**config.mk**
```make
export PLATFORM = sky130hd
export DESIGN_NAME = ot_read
export DESIGN_NICKNAME = d
export VERILOG_FILES = /design/src/rtl/ot_read.sv
export SDC_FILE = /design/constraint.sdc
export NUM_CORES = 1
export LEC_CHECK = 0
export ABC_CLOCK_PERIOD_IN_PS = 5900
export BUFFER_PORTS_ARGS = -buffer_cell sky130_fd_sc_hd__buf_2
export CAP_MARGIN = 20
export CORE_MARGIN = 5
export CORE_UTILIZATION = 55
export DETAILED_ROUTE_END_ITERATION = 10
export GPL_TIMING_DRIVEN = 0
export MAX_ROUTING_LAYER = met4
export PLACE_DENSITY = 0.81
export SLEW_MARGIN = 20
export SYNTH_ARGS = -nofsm -noshare
export SYNTH_HDL_FRONTEND = slang
export SYNTH_HIERARCHICAL = 1
export SYNTH_SLANG_ARGS = --single-unit
```
**constraint.sdc**
```tcl
create_clock -name clk -period 5.9 [get_ports clk]
set_clock_uncertainty 0.15 [all_clocks]
set_input_delay 0.295 -clock clk [delete_from_list [all_inputs] [get_ports clk]]
set_output_delay 0.295 -clock clk [all_outputs]
set_load 0.01 [all_outputs]
```
**src/rtl/ot_read.sv**
```systemverilog
// ot_read: drains entries 0..fin of the output SRAM onto a valid/ready stream.
// Reads are throttled so the 2-entry output buffer (head + skid) can never overflow.
module ot_read #(
   parameter int SRAM_DATA_BITS = 64,
   parameter int SRAM_ADDR_BITS = 10
) (
   input  logic                      clk,
   input  logic                      reset,
   input  logic                      start,
   input  logic [SRAM_ADDR_BITS-1:0] cfg_ot_rnd_finsub1,
   output logic                      cen_otsr,
   output logic                      wen_otsr,
   output logic [SRAM_ADDR_BITS-1:0] addr_otsr,
   input  logic [SRAM_DATA_BITS-1:0] data_from_sram,
   output logic [SRAM_DATA_BITS-1:0] m_tdata,
   output logic                      m_tvalid,
   input  logic                      m_tready,
   output logic                      m_tlast,
   output logic                      busy,
   output logic                      done
);

   typedef enum logic [1:0] {IDLE = 2'd0, READ = 2'd1, DRAIN = 2'd2} state_t;

   state_t                    state_r;
   logic [SRAM_ADDR_BITS-1:0] fin_r;
   logic [SRAM_ADDR_BITS-1:0] rd_addr_r;
   logic [SRAM_ADDR_BITS-1:0] addr_hold_r;
   logic                      inflight_r;
   logic                      inflight_last_r;
   logic                      skid_valid_r;
   logic                      skid_last_r;
   logic [SRAM_DATA_BITS-1:0] skid_data_r;
   logic                      busy_r;
   logic                      done_r;
   logic [1:0]                occ_s;
   logic                      pop_s;
   logic                      issue_s;
   logic                      issue_last_s;

   // Issue decision: SRAM access has to be decided in the same cycle it is driven.
   always_comb begin
      pop_s        = m_tvalid & m_tready;
      occ_s        = {1'b0, m_tvalid} + {1'b0, skid_valid_r};
      issue_s      = 1'b0;
      issue_last_s = 1'b0;
      if (state_r == READ) begin
         issue_s      = (({1'b0, occ_s} + {2'b00, inflight_r} - {2'b00, pop_s}) < 3'd2);
         issue_last_s = issue_s & (rd_addr_r == fin_r);
      end else begin
         issue_s      = 1'b0;
         issue_last_s = 1'b0;
      end
   end

   assign cen_otsr  = ~issue_s;
   assign wen_otsr  = 1'b1;
   assign addr_otsr = issue_s ? rd_addr_r : addr_hold_r;
   assign busy      = busy_r;
   assign done      = done_r;

   // Round sequencing: address generation, read tracking, busy/done.
   always_ff @(posedge clk) begin
      if (reset) begin
         state_r         <= IDLE;
         fin_r           <= {SRAM_ADDR_BITS{1'b0}};
         rd_addr_r       <= {SRAM_ADDR_BITS{1'b0}};
         addr_hold_r     <= {SRAM_ADDR_BITS{1'b0}};
         inflight_r      <= 1'b0;
         inflight_last_r <= 1'b0;
         busy_r          <= 1'b0;
         done_r          <= 1'b0;
      end else begin
         inflight_r      <= issue_s;
         inflight_last_r <= issue_last_s;
         done_r          <= 1'b0;
         if (issue_s) begin
            addr_hold_r <= rd_addr_r;
            rd_addr_r   <= rd_addr_r + {{(SRAM_ADDR_BITS-1){1'b0}}, 1'b1};
         end
         case (state_r)
            IDLE: begin
               if (start) begin
                  state_r   <= READ;
                  fin_r     <= cfg_ot_rnd_finsub1;
                  rd_addr_r <= {SRAM_ADDR_BITS{1'b0}};
                  busy_r    <= 1'b1;
               end
            end
            READ: begin
               if (issue_last_s) begin
                  state_r <= DRAIN;
               end
            end
            DRAIN: begin
               // The tlast beat is the final read, so its transfer empties the pipe.
               if (done_r) begin
                  state_r <= IDLE;
               end else if (pop_s && m_tlast) begin
                  done_r <= 1'b1;
                  busy_r <= 1'b0;
               end
            end
            default: begin
               state_r <= IDLE;
            end
         endcase
      end
   end

   // Output buffer: head register drives the stream, skid holds one more beat.
   always_ff @(posedge clk) begin
      if (reset) begin
         m_tvalid     <= 1'b0;
         m_tdata      <= {SRAM_DATA_BITS{1'b0}};
         m_tlast      <= 1'b0;
         skid_valid_r <= 1'b0;
         skid_data_r  <= {SRAM_DATA_BITS{1'b0}};
         skid_last_r  <= 1'b0;
      end else if (pop_s || !m_tvalid) begin
         if (skid_valid_r) begin
            m_tvalid     <= 1'b1;
            m_tdata      <= skid_data_r;
            m_tlast      <= skid_last_r;
            skid_valid_r <= inflight_r;
            skid_data_r  <= data_from_sram;
            skid_last_r  <= inflight_last_r;
         end else begin
            m_tvalid <= inflight_r;
            m_tlast  <= inflight_r & inflight_last_r;
            if (inflight_r) begin
               m_tdata <= data_from_sram;
            end
         end
      end else if (inflight_r) begin
         skid_valid_r <= 1'b1;
         skid_data_r  <= data_from_sram;
         skid_last_r  <= inflight_last_r;
      end
   end

   ot_read_chk u_chk (
      .clk        (clk),
      .reset      (reset),
      .head_valid (m_tvalid),
      .skid_valid (skid_valid_r),
      .incoming   (inflight_r),
      .pop        (pop_s),
      .tlast      (m_tlast)
   );

endmodule

// ot_read_chk: buffer-overflow and stream-framing properties for ot_read.
module ot_read_chk (
   input logic clk,
   input logic reset,
   input logic head_valid,
   input logic skid_valid,
   input logic incoming,
   input logic pop,
   input logic tlast
);

   a_no_overflow: assert property (@(posedge clk) disable iff (reset)
      !(head_valid && skid_valid && incoming && !pop));

   a_tlast_with_valid: assert property (@(posedge clk) disable iff (reset)
      !(tlast && !head_valid));

endmodule

```
==> out/qor.yml, run 1 <==
outcome:
  status: "completed"
power:
  p_per_area_nw_per_um2: 300
  p_total_mw: 2.78
  vdd_drop_max_v: 0.000202
  leakagePower_nw: 4.28
worst_setup_path:
  worstRegToRegCells: 9
  cp_max_fo: 10
  reg2reg_slack_ns: 3.29
  cp-start-kind: "register"
  crit_required_ns: 5.45
  path_class: "register to primary output"
  crit_path_end: "addr_otsr[7]"
  critPathLaunch: "inflight_r"
  timing.rr.end: "addr_hold_r[7]"
  endpoint_kind: "primary output"
  r2r-start: "inflight_r"
  arrival_ns: 2.88
cts:
  cts.clk_slew.worst_paths_ns: 0.06
  clk-insertion-delay-late_ns: 0.42
  cts.sinks: 168
  h-tree-depth: 4
  tritoncts: "done"
  root_buffer: "clkbuf_16"
  cts_buffer_depth: 2
  cts-buffers-inserted: 17
  cts_setup_buffers: 0
hold_path:
  hold_path.class: "primary input to register"
synthesis:
  synth_seq_cells: 168
  syn_nets: 803
  ys_warn_count: 6
  synthArstFlopShare: 0
  ys_seq_area_frac: 0.482
  synth_top_flop_cell: "dfxtp_1"
  synth_cell_types: 36
  synth_edf_count: 0
  postSynthAreaPerCell_um2: 9.67
  syn_area_um2: 6980
  synth_cells: 722
floorplanning:
  die_y_um: 123
  std_cell_rows: 41
  ios: 158
  initial_utilization: 0.558
  dieArea_um2: 15000
  die_w_um: 123
  core_area_um2: 12500
layout:
  antenna-diode-count: 0
  fillers: 919
  final_common_cell: "buf_2"
  area_growth_syn_to_layout_pct: 32.5
  mostFrequentLayoutCells: "buf_2 (180), dfxtp_1 (168), nor2_1 (140), mux2i_1 (132), dlygate4sd3_1 (72)"
  layout.nets: 1050
  drive_gt1_frac: 0.228
run:
  drv_cap: 0
timing:
  timing.setup.tns_ns: 0
  drv_slew: 0
  worst_pin_slew_ns: 0.821
  hold_violations: 0
  min_period_ns: 3.33
  maxSlewHeadroom: 0.451
  finalSetupViolCount: 0
  timing.fmax_mhz: 301
  grt_setup_unrepaired: "false"
  min_period_over_period: 0.564
  fin_ws_ns: 2.57
routing:
  vias: 6190
  drtPass1Iterations: 5
  drt_iter0_markers: 372
  ant_nets: 0
  via_per_inst: 5.37
  drc: 0
  routedWlPerCell_um: 16.1
  finalWirelength_um: 18600
global_routing:
  grt_usage: 0.259
  antenna_found_initial: 0
  grt_pass1_vias: 6200
  grt_start_max_net_pins: 17
  grt_pass1_wl_um: 30000
  grt_overflow: 0
placed_design:
  place_hpwl_um: 12000
  io_buffers: 156
  gp_congestion: 0.908
  place_ws_ns: 3.00
==> how the worst min path moves through the flow <==
stage / startpoint / endpoint / slack [ns] / cells after the start
2_1_floorplan: cfg_ot_rnd_finsub1[0] / fin_r[0] / 0.28 / 2
3_3_place_gp: fin_r[9] / fin_r[9] / 0.31 / 2
3_5_place_dp: fin_r[9] / fin_r[9] / 0.31 / 2
4_1_cts: data_from_sram[49] / skid_data_r[49] / 0.003 / 3
5_1_grt: data_from_sram[49] / skid_data_r[49] / 0.02 / 3
6_report: data_from_sram[49] / skid_data_r[49] / 0.02 / 3
==> per-stage QoR <==
stage / utilization / cell area [um^2] / instances / hold slack [ns]
5_1_grt: 0.739 / 9260 / 1153 / 0.0237
2_1_floorplan: - / 6980 / 722 / 0.281
3_3_place_gp: 0.637 / 7980 / 1050 / 0.306
6_report: 0.739 / 9260 / 1153 / 0.0245
3_5_place_dp: 0.637 / 7980 / 1050 / 0.308
4_1_cts: 0.739 / 9260 / 1153 / 0.00304
==> layer usage <==
metal,share of wire,track usage
met1,0.42,0.318
met2,0.49,0.412
met3,0.057,0.0627
met4,0.025,0.103
met5,0,-
==> kinds of logic (layout without fill, tap and decap cells) <==
kind of cell | count (synthesis) | after routing | share of synthesized area
and+or+nand+nor | 225 | 225 | 0.139
buffers and inverters | 63 | 322 | 0.0541
AOI/OAI and AO/OA | 117 | 117 | 0.112
muxes | 133 | 133 | 0.192
xor gates and xnor gates | 12 | 12 | 0.0151
DFF | 168 | 168 | 0.482
adders and majority gates | 3 | 3 | 0.00538
other | 1 | 1 | 0.000537
==> worst max-delay path: stages (launching register included) <==
cell and delay [ns]:
dfxtp_1 0.48, inv_1 0.08, ha_1 0.29, inv_1 0.04, ha_1 0.28, a21oi_2 0.07
xnor2_1 0.36, clkbuf_1 0.41, o21ai_0 0.22, nand2_1 0.10, buf_2 0.13
==> flip-flops by register name, indices dropped and copies added, names as in the netlist, 2 cells and up <==
signal	flops
addr_hold_r	10
fin_r	10
m_tdata	64
rd_addr_r	10
skid_data_r	64
state_r	2
==> cell type report <==
cell class                      instances  area (um^2)  share of cell area
Buffer                                 58          359              0.0388
Multi-Input combinational cell        491         3240               0.350
Tap cell                              172          215              0.0233
Sequential cell                       168         3360               0.363
Timing Repair Buffer                  228         1500               0.162
Clock inverter                          9          101              0.0110
Inverter                                5         18.8             0.00203
Clock buffer                           22          454              0.0491
==> cells in the mapped netlist (all sizes together), types with 3 or more instances <==
master	count	area [um^2]
dfxtp	168	3360
nor2	140	526
mux2i	133	1340
a211oi	64	480
nand2	38	143
buf	35	273
a21oi	30	154
clkbuf	23	86.3
nand3	18	90.1
o21ai	13	65.1
xor2	11	96.3
or3	8	50.1
o31ai	6	45.0
inv	5	18.8
nor4	4	37.5
ha	3	37.5
nand3b	3	22.5
nor3	3	15.0
or4	3	22.5
==> power breakdown <==
part           switching [mW]  total (mW)  internal, mW
registers              0.0484        1.26          1.21
clock network           0.426        1.05         0.628
logic                   0.269       0.465         0.196
total                   0.743        2.78          2.04
==> what timing repair did <==
| action | 4_1_cts | 5_1_grt |
|---|---|---|
| gates resized for setup | 0 | 0 |
| hold buffers | 72 | 0 |
| hold endpoints to repair | 72 | 0 |
No activity file was read; power rests on OpenSTA's default activity.
==> inputs of run 2 (changes only) <==
--- a/config.mk
+++ b/config.mk
@@ -5,15 +5,16 @@
 export SDC_FILE = /design/constraint.sdc
 export NUM_CORES = 1
 export LEC_CHECK = 0
-export ABC_CLOCK_PERIOD_IN_PS = 5900
+export ABC_AREA = 1
+export ABC_CLOCK_PERIOD_IN_PS = 2900
 export BUFFER_PORTS_ARGS = -buffer_cell sky130_fd_sc_hd__buf_2
 export CAP_MARGIN = 20
 export CORE_MARGIN = 5
-export CORE_UTILIZATION = 55
+export CORE_UTILIZATION = 48
 export DETAILED_ROUTE_END_ITERATION = 10
 export GPL_TIMING_DRIVEN = 0
 export MAX_ROUTING_LAYER = met4
-export PLACE_DENSITY = 0.81
+export PLACE_DENSITY = 0.75
 export SLEW_MARGIN = 20
 export SYNTH_ARGS = -nofsm -noshare
 export SYNTH_HDL_FRONTEND = slang
==> constraint.sdc (replaced) <==
create_clock -name clk -period 2.9 [get_ports clk]
set_clock_uncertainty 0.15 [all_clocks]
set_input_delay 0.145 -clock clk [delete_from_list [all_inputs] [get_ports clk]]
set_output_delay 0.145 -clock clk [all_outputs]
set_load 0.01 [all_outputs]
==> out/qor.yml, run 2 <==
outcome:
  status: "completed"
cts:
  tritoncts: "done"
  cts.clk_slew.worst_paths_ns: 0.06  # about the same
  cts.sinks: 168  # unchanged
  clk-insertion-delay-late_ns: 0.42  # about the same
  cts-buffers-inserted: 17  # unchanged
  cts_buffer_depth: 2  # unchanged
  h-tree-depth: 4  # unchanged
  root_buffer: "clkbuf_16"
placed_design:
  place_hpwl_um: 13500  # +13%
  gp_congestion: 0.878  # -3.3%
  io_buffers: 156  # unchanged
  place_ws_ns: 0.459  # -2.54 ns
worst_setup_path:
  slowest_stage: "dfxtp_2"
  endpoint_kind: "primary output"
  critPathMaxStageDelay_ns: 0.33  # -0.15 ns
  cp_top_family: "simple AND/OR/NAND/NOR gates"
  r2r-start: "m_tvalid"
  cp_num_buf_inv: 7  # +3
  worstRegToRegCells: 16  # +7
  cp_max_fo: 6  # -4
  cp-start-kind: "register"
  timing.rr.end: "rd_addr_r[4]"
  path_class: "register to primary output"
  path_cells: "nand2_2 -> inv_2 -> ha_4 -> inv_2 -> ha_4 -> nand2_1 -> inv_2 -> nor2_2 -> nand2_2 -> nand3_4 -> inv_4 -> buf_8 -> or2_1 -> o21ai_2 -> inv_2 -> buf_2"
  reg2reg_slack_ns: 0.61  # -2.68 ns
  cpMostUsedCell: "inv_2"
  crit_required_ns: 2.61  # -2.84 ns
  arrival_ns: 2.50  # -0.38 ns
routing:
  routedWlPerCell_um: 14.9  # -7.4%
  drt_iter0_markers: 433  # +16%
  finalWirelength_um: 20200  # +8.6%
  via_per_inst: 5.15  # -4.0%
  vias: 6970  # +13%
  ant_nets: 0  # unchanged
  drc: 0  # unchanged
  drtPass1Iterations: 5  # unchanged
synthesis:
  synthArstFlopShare: 0  # unchanged
  synth_area_leaders: "dfxtp_1 (49%), nand2_1 (9.7%), o21ai_1 (7.4%)"
  ys_seq_area_frac: 0.490  # +0.00870
  synth_cells: 903  # +25%
  synth_top_family_by_area: "compound AO/OA/AOI/OAI gates"
  synth_edf_count: 0  # unchanged
  yosys-top-cells-count: "nand2_1 (178), dfxtp_1 (168), inv_1 (103), o21ai_1 (102), a21oi_1 (84)"
  ys_warn_count: 6  # unchanged
  synth.most_common_cell: "nand2_1"
  synth_area_leader_cell: "dfxtp_1"
  yosys.area_share.adder: 0.00547  # +0.0000971
  synth_cell_types: 33  # -8.3%
  synth_seq_cells: 168  # unchanged
  postSynthAreaPerCell_um2: 7.60  # -21%
  syn_nets: 984  # +23%
  synth.area.mux_share: 0  # -0.192
  syn_area_um2: 6860  # -1.8%
  synth_top_flop_cell: "dfxtp_1"
  yosysTopAreaCellShare: 0.490  # +0.00870
  synth-simple-area-share: 0.147  # +0.00762
  synth_xor_area_frac: 0.0115  # -0.00356
  synth_compound_area_frac: 0.238  # +0.126
power:
  p_per_area_nw_per_um2: 600  # +100%
  switching_share: 0.260  # -0.00732
  switchingPower_mw: 1.45  # +95%
  pwr-share-comb: 0.144  # -0.023
  leakagePower_nw: 4.05  # -5.3%
  power_frac_clock: 0.403  # +0.024
  p_seq_frac: 0.453  # about the same
  p_total_mw: 5.58  # +100%
  vdd_drop_max_v: 0.000370  # +83%
  p_int_mw: 4.13  # +100%
global_routing:
  grt_start_max_net_pins: 17  # unchanged
  grt_pass1_vias: 6638  # +7.1%
  grt_overflow: 0  # unchanged
  grt_usage: 0.247  # -0.0124
  grt_pass1_wl_um: 32200  # +7.3%
  antenna_found_initial: 0  # unchanged
floorplanning:
  die_w_um: 130  # +5.6%
  initial_utilization: 0.492  # -0.0656
  core_area_um2: 13900  # +11%
  die_y_um: 130  # +5.6%
  dieArea_um2: 16800  # +12%
  std_cell_rows: 43  # +4.9%
  ios: 158  # unchanged
layout:
  layout_top_registers: "m_tdata: 64 flops, skid_data_r: 64 flops"
  layout.nets: 1241  # +18%
  mostFrequentLayoutCells: "nand2_1 (177), buf_2 (177), dfxtp_1 (166), o21ai_1 (102), inv_1 (100)"
  antenna-diode-count: 0  # unchanged
  fillers: 1168  # +27%
  area_growth_syn_to_layout_pct: 35.5
  drive_gt1_frac: 0.224  # -0.00413
timing:
  finalSetupViolCount: 0  # unchanged
  maxSlewHeadroom: 0.635  # +0.184
  drv_slew: 0  # unchanged
  min_period_over_period: 0.963
  fin_ws_ns: 0.106  # -2.47 ns
  hold_violations: 0  # unchanged
  worst_pin_slew_ns: 0.547  # -0.274 ns
  min_period_ns: 2.79
  timing.fmax_mhz: 358
  whs_ns: 0.0414  # +0.0169 ns
hold_path:
  holdPathEnd: "fin_r[5]"
  min_from: "start"
  hold_path.class: "primary input to register"
  min_path_cells: 5  # +2
run:
  drv_cap: 0  # unchanged
run 2: cell types whose count changed in the layout (fill, tap and decap cells not counted), moves of 35 or more:
cell	change
a211oi_1	-63
o21ai_1	+102
inv_1	+95
nand2_1	+139
a31oi_1	+65
mux2i_1	-132
o21ai_0	+35
a21oi_1	+55
nor2_1	-109
run 2: final cells by class:
class	instances	area [um^2]	share of cell area
tap	180	225	0.0242
buffer	65	332	0.0357
sequential	168	3370	0.362
clock inverter	11	121	0.0131
clock buffer	21	460	0.0495
multi-input combinational	561	2790	0.300
timing repair buffer	238	1590	0.171
inverter	109	412	0.0443
run 2: metrics by stage:
stage,instances,instance area [um^2],setup TNS (ns),utilization
global placement,1239,7870,0,0.564
CTS,1350,9230,0,0.662
floorplan,903,6860,0,-
global route,1353,9300,-0.162,0.667
detailed placement,1239,7870,0,0.564
finish,1353,9300,0,0.667
run 2: kinds of logic after synthesis:
logic type,Yosys count
flip-flops,168
other,1
adder cells (fa/ha/maj),3
AND/OR/NAND/NOR,243
XOR/XNOR,9
buffers and inverters,174
AO/OA/AOI/OAI,305
run 2: timing repair:
action,CTS,global route
hold endpoints to repair,141,0
setup buffers,3,3
resized for setup,0,11
setup endpoints to repair,1,10
hold buffers,76,0
pin swaps,0,6
run 2: per-layer routing:
layer	up-vias	GRT usage	routed length, um
li1	3493	-	-
met1	3198	0.304	8830
met2	243	0.403	9620
met3	36	0.0470	1310
met4	0	0.0935	409
met5	-	-	0
run 2: worst max path at each step:
stage              endpoint  slack, ns  cells after the start  startpoint
6_report       addr_otsr[5]       0.11                     16    m_tvalid
5_1_grt        addr_otsr[8]      -0.04                     16    m_tvalid
4_1_cts        addr_otsr[5]       0.04                     16    m_tvalid
3_5_place_dp   addr_otsr[5]       0.46                     16    m_tvalid
3_3_place_gp   addr_otsr[5]       0.51                     16    m_tvalid
2_1_floorplan  addr_otsr[6]       0.70                     15    m_tvalid
run 2: worst min-delay path, delay by kind of cell:
family | cells | cell delay, ns
buffers and inverters | 2 | 0.17
AO/OA/AOI/OAI | 1 | 0.14
AND/OR/NAND/NOR | 2 | 0.11
run 2: power groups by stage:
stage                     Sequential, mW  Combinational [mW]  Clock (mW)
after detailed placement            2.57               0.694           0
after CTS                           2.52               0.784        2.27
final                               2.53               0.803        2.25
after floorplan                     2.60               0.386           0
after global placement              2.57               0.682           0
after global routing                2.54               0.888        2.37
